**config.mk**
```make
export PLATFORM = sky130hd
export DESIGN_NAME = cby_param_cfg
export DESIGN_NICKNAME = d
export VERILOG_FILES = /design/src/rtl/cby_param_cfg.sv
export SDC_FILE = /design/constraint.sdc
export NUM_CORES = 1
export LEC_CHECK = 0
export CAP_MARGIN = 20
export CORE_MARGIN = 2
export CORE_UTILIZATION = 45
export DETAILED_ROUTE_END_ITERATION = 8
export PLACE_DENSITY = 0.78
export SYNTH_ARGS = -nofsm -noshare
export SYNTH_HDL_FRONTEND = slang
export SYNTH_SLANG_ARGS = --single-unit
```
**constraint.sdc**
```tcl
create_clock -name prog_clk -period 1.6 [get_ports prog_clk]
set_input_delay 0.32 -clock prog_clk [delete_from_list [all_inputs] [get_ports prog_clk]]
set_output_delay 0.32 -clock prog_clk [all_outputs]
set_load 0.1 [all_outputs]
```
**src/rtl/cby_param_cfg.sv**
```systemverilog
// cby_param_cfg: Y-channel connection block with a serial configuration loader.
//
// Vertical tracks pass straight through in both directions. Each of NUM_IPIN grid
// pins is driven by a MUX_SIZE-input mux whose encoded select code lives in an
// active register bank. A shift chain fills a shadow bank; a commit copies the
// whole shadow bank into the active bank in one edge, so routing never sees a
// partially loaded configuration.
//
// Ports:
//   prog_clk, pReset          clock, synchronous active-high reset
//   chany_bottom_in/top_in    tracks entering from below / above
//   chany_top_out/bottom_out  combinational pass-through of the opposite input
//   ipin_out                  grid pin drivers (combinational from tracks)
//   cfg_start                 begin (or restart) a chain load
//   ccff_en, ccff_head        shift enable and serial data in
//   ccff_tail                 serial data out (last shadow bit)
//   cfg_commit                copy shadow into active while armed
//   cfg_busy, cfg_armed       loader in LOAD / ARMED
//   cfg_done                  one-cycle pulse after a commit
//   cfg_err                   sticky: an out-of-range select code was committed
module cby_param_cfg #(
    parameter int unsigned CHAN_W   = 9,
    parameter int unsigned NUM_IPIN = 10,
    parameter int unsigned MUX_SIZE = 6,
    parameter int unsigned TAP_STEP = 4,
    parameter int unsigned SEL_W    = $clog2(MUX_SIZE + 1),
    parameter int unsigned TOTAL    = NUM_IPIN * SEL_W
) (
    input  logic                prog_clk,
    input  logic                pReset,
    input  logic [CHAN_W-1:0]   chany_bottom_in,
    input  logic [CHAN_W-1:0]   chany_top_in,
    output logic [CHAN_W-1:0]   chany_top_out,
    output logic [CHAN_W-1:0]   chany_bottom_out,
    output logic [NUM_IPIN-1:0] ipin_out,
    input  logic                cfg_start,
    input  logic                ccff_en,
    input  logic                ccff_head,
    output logic                ccff_tail,
    input  logic                cfg_commit,
    output logic                cfg_busy,
    output logic                cfg_armed,
    output logic                cfg_done,
    output logic                cfg_err
);

    localparam int unsigned CNT_W = $clog2(TOTAL + 1);

    typedef enum logic [1:0] {StIdle, StLoad, StArmed} state_e;

    state_e             state_q, state_d;
    logic [CNT_W-1:0]   cnt_q;
    logic [TOTAL-1:0]   shadow_q;
    logic [TOTAL-1:0]   active_q;
    logic               done_q;
    logic               err_q;

    logic               do_shift;
    logic               do_clear;
    logic               do_commit;
    logic [NUM_IPIN-1:0] code_bad;
    logic [NUM_IPIN*MUX_SIZE-1:0] mux_in;

    // Pass-through tracks.
    assign chany_top_out    = chany_bottom_in;
    assign chany_bottom_out = chany_top_in;

    // State register.
    always_ff @(posedge prog_clk) begin
        if (pReset) begin
            state_q <= StIdle;
        end else begin
            state_q <= state_d;
        end
    end

    // Next-state logic. cfg_start wins over everything else in every state.
    always_comb begin
        state_d = state_q;
        unique case (state_q)
            StIdle: begin
                if (cfg_start) state_d = StLoad;
            end
            StLoad: begin
                if (cfg_start) begin
                    state_d = StLoad;
                end else if (ccff_en && (cnt_q == CNT_W'(TOTAL - 1))) begin
                    state_d = StArmed;
                end
            end
            StArmed: begin
                if (cfg_start) begin
                    state_d = StLoad;
                end else if (cfg_commit) begin
                    state_d = StIdle;
                end
            end
            default: state_d = StIdle;
        endcase
    end

    // Outputs and datapath strobes decoded from the current state.
    always_comb begin
        cfg_busy  = (state_q == StLoad);
        cfg_armed = (state_q == StArmed);
        do_clear  = cfg_start;
        do_shift  = (state_q == StLoad) && ccff_en && !cfg_start;
        do_commit = (state_q == StArmed) && cfg_commit && !cfg_start;
    end

    // Configuration datapath.
    always_ff @(posedge prog_clk) begin
        if (pReset) begin
            cnt_q    <= '0;
            shadow_q <= '0;
            active_q <= '0;
            done_q   <= 1'b0;
            err_q    <= 1'b0;
        end else begin
            if (do_clear) begin
                cnt_q <= '0;
            end else if (do_shift) begin
                cnt_q <= cnt_q + CNT_W'(1);
            end
            if (do_shift) begin
                shadow_q <= {shadow_q[TOTAL-2:0], ccff_head};
            end
            if (do_commit) begin
                active_q <= shadow_q;
            end
            done_q <= do_commit;
            if (do_commit && (|code_bad)) begin
                err_q <= 1'b1;
            end
        end
    end

    assign ccff_tail = shadow_q[TOTAL-1];
    assign cfg_done  = done_q;
    assign cfg_err   = err_q;

    // Per-pin mux wiring and decode.
    for (genvar p = 0; p < NUM_IPIN; p++) begin : g_pin
        logic [SEL_W-1:0] act_code;
        logic [SEL_W-1:0] shd_code;
        logic             pin_val;

        // Input pair k taps track p + k*TAP_STEP; even inputs from below, odd from above.
        for (genvar j = 0; j < MUX_SIZE; j++) begin : g_in
            localparam int unsigned Trk = (p + (j / 2) * TAP_STEP) % CHAN_W;
            if ((j % 2) == 0) begin : g_bot
                assign mux_in[p*MUX_SIZE+j] = chany_bottom_in[Trk];
            end else begin : g_top
                assign mux_in[p*MUX_SIZE+j] = chany_top_in[Trk];
            end
        end

        assign act_code    = active_q[p*SEL_W +: SEL_W];
        assign shd_code    = shadow_q[p*SEL_W +: SEL_W];
        assign code_bad[p] = (shd_code > SEL_W'(MUX_SIZE));

        // Code 0 and codes above MUX_SIZE leave the pin off.
        always_comb begin
            pin_val = 1'b0;
            for (int j = 0; j < MUX_SIZE; j++) begin
                if (act_code == SEL_W'(j + 1)) pin_val = mux_in[p*MUX_SIZE+j];
            end
        end

        assign ipin_out[p] = pin_val;
    end

endmodule

```
==> impl_metrics.json <==
{
  "io_pins": 57,
  "clockBufferDepth": 2,
  "synth_area_um2": 3320,
  "syn-num-nets": 437,
  "power_w": 0.00384,
  "grt_setup_unrepaired": "true",
  "slew_headroom": 0.770,
  "synthArstFlopShare": 0,
  "synth.avg_cell_area_um2": 8.08,
  "placed_area_um2": 4280,
  "worstPathArrival_ns": 1.61,
  "grt.met2_usage": 0.334,
  "power_density_nw_per_um2": 832,
  "synthDistinctLibCells": 30,
  "grtUsageMet1": 0.237,
  "wl_per_cell_um": 14.3,
  "dpl.hpwl_um": 5580,
  "final_cell_mix": "131 x nand2_1, 64 x a21oi_1, 57 x dfxtp_1, 38 x buf_12, 20 x mux2i_1",
  "ys_warn_count": 0,
  "synth_edf_count": 0,
  "cts.sinks": 69,
  "synth_ff_type": "dfxtp_1",
  "tns_ns": -2.97,
  "setup_viol": 10,
  "fillCellCount": 578,
  "synth_largest_area_cell": "dfxtp_1",
  "remaining_drc_errors": 0,
  "port_buffers": 56,
  "place.gp.congestion": 0.828,
  "syn_inst": 411,
  "routed_wl_um": 7950,
  "antenna_left": 0,
  "fin_worst_skew_ns": 0.00816,
  "hold_class": "in -> reg",
  "placed_cells": 538,
  "violations": "setup timing",
  "max_slew.worst_pin.slew_ns": 0.345,
  "grt_busiest_layer": "met2",
  "grt_max_degree": 64,
  "yosysSeqAreaShare": 0.416,
  "grtUsageTotal": 0.196,
  "core_region_area_um2": 7210,
  "hold_viol_final": 0,
  "h-tree-depth": 3,
  "ir_drop_mv": 0.566,
  "grt_pass1_wl_um": 12900,
  "viasPerCell": 5.27,
  "layout_min_cycle_time_ns": 1.93,
  "path_class": "in -> out",
  "final-seq-area_um2": 1420,
  "p_leak_nw": 1.63,
  "layout_commonest_cell": "nand2_1",
  "ys_ff_latch": 69,
  "antenna-diode-count": 0,
  "max_cap_violations": 0,
  "finalMaxSlewViolations": 0,
  "startpoint_type": "input port",
  "multiInputGateArea_um2": 1680,
  "end_kind": "output port",
  "row_count": 31,
  "crit_required_ns": 1.28,
  "clkLatencyLatePin_ns": 0.34,
  "antenna_found_initial": 0,
  "die_h_um": 89.9,
  "max_clock_freq_ghz": 0.518,
  "cts_inserted_buffers": 9,
  "overflow": 0,
  "outcome": "finished with violations",
  "routed-via-count": 2921,
  "crit_fanout": 4,
  "clk_pin_slew_ns": 0.07,
  "netlist.area_leader.share": 0.416,
  "drtPass1Iterations": 4,
  "cts-root-buf": "clkbuf_8",
  "fin_cells": 554,
  "drtIter0Drc": 251,
  "grt_use_met3": 0.0545,
  "worst_slack_ns": -0.330,
  "cts_hold_buf": 0,
  "post-route-cell-area_um2": 4620,
  "area_growth_pct": 39.1,
  "tritoncts": "done",
  "nNetsFinal": 476,
  "layout-drive-gt1-share": 0.264,
  "die_width_um": 89.9,
  "start_util": 0.460,
  "grt_pass1_vias": 2725,
  "synth_area_leaders": "dfxtp_1 42%, nand2_1 15%, a21oi_1 9.6%",
  "dieArea_um2": 8080,
  "fin_crit_sh": 1.21
}
-- layout make-up --
cell class / instances / area share
clock inverter: 5 / 0.0179
multi-input combinational: 276 / 0.363
clock buffer: 11 / 0.0328
timing repair buffer: 79 / 0.240
tap: 99 / 0.0268
inverter: 15 / 0.0122
sequential: 69 / 0.308
-- worst max-delay path: stages --
cell and delay (ns):
clkdlybuf4s15_1 0.38, mux2i_1 0.16, mux4_2 0.50, inv_2 0.08
buf_12 0.17
-- through the flow --
stage	util	hold slack, ns	worst slack (ns)
after global routing	0.640	0.362	-0.379
after detailed placement	0.593	0.457	-0.524
after global placement	0.593	0.452	-0.503
after CTS	0.633	0.341	-0.319
final	0.640	0.359	-0.330
after floorplan	-	0.441	-0.0551
-- layer usage --
layer	wire length [µm]	share of wire
met1	3290	0.41
met5	0	0
met3	467	0.059
met4	138	0.017
met2	4050	0.51
-- registers in the layout, summed over array words and instances (netlist names) --
register,flops
state_q,2
shadow_q,30
active_q,30
cfg_done,1
cnt_q,5
cfg_err,1
-- cells by family after synthesis --
logic type	Yosys count	share of synthesized area
buffers and inverters	66	0.109
adder cells (fa/ha/maj)	2	0.00754
AND/OR/NAND/NOR	170	0.221
multiplexers	30	0.128
flip-flops	69	0.416
AO/OA/AOI/OAI	73	0.115
XOR/XNOR	1	0.00264
-- final timing paths --
| kind | start | to | slack, ns | depth (start not counted) |
|---|---|---|---|---|
| min reg2reg | active_q[3] | active_q[3] | 0.47 | 2 |
| min | pReset | cnt_q[0] | 0.36 | 3 |
| max | chany_bottom_in[3] | ipin_out[4] | -0.33 | 5 |
| max reg2reg | cnt_q[0] | cnt_q[4] | 0.22 | 4 |
-- cells in the mapped netlist, types with 3 or more instances --
cell / n
mux2i_1: 20
a21oi_1: 64
nand2_1: 131
inv_1: 15
nand3_1: 13
nand2b_1: 10
mux4_2: 10
clkbuf_1: 15
nor2_1: 4
dfxtp_1: 69
buf_2: 8
o21ai_0: 3
buf_4: 28
-- where the power goes --
| group | switching (W) | internal [W] | total (W) |
|---|---|---|---|
| Combinational | 0.000324 | 0.000206 | 0.000530 |
| Sequential | 0.00000516 | 0.00170 | 0.00171 |
| Clock | 0.000637 | 0.000965 | 0.00160 |
| Total | 0.000966 | 0.00287 | 0.00384 |
-- repair_timing --
item	4_1_cts	5_1_grt
setup buffers	0	0
gates resized for setup	52	12
setup endpoints to repair	12	11
Note: power is estimated with default switching activity, not from simulation.
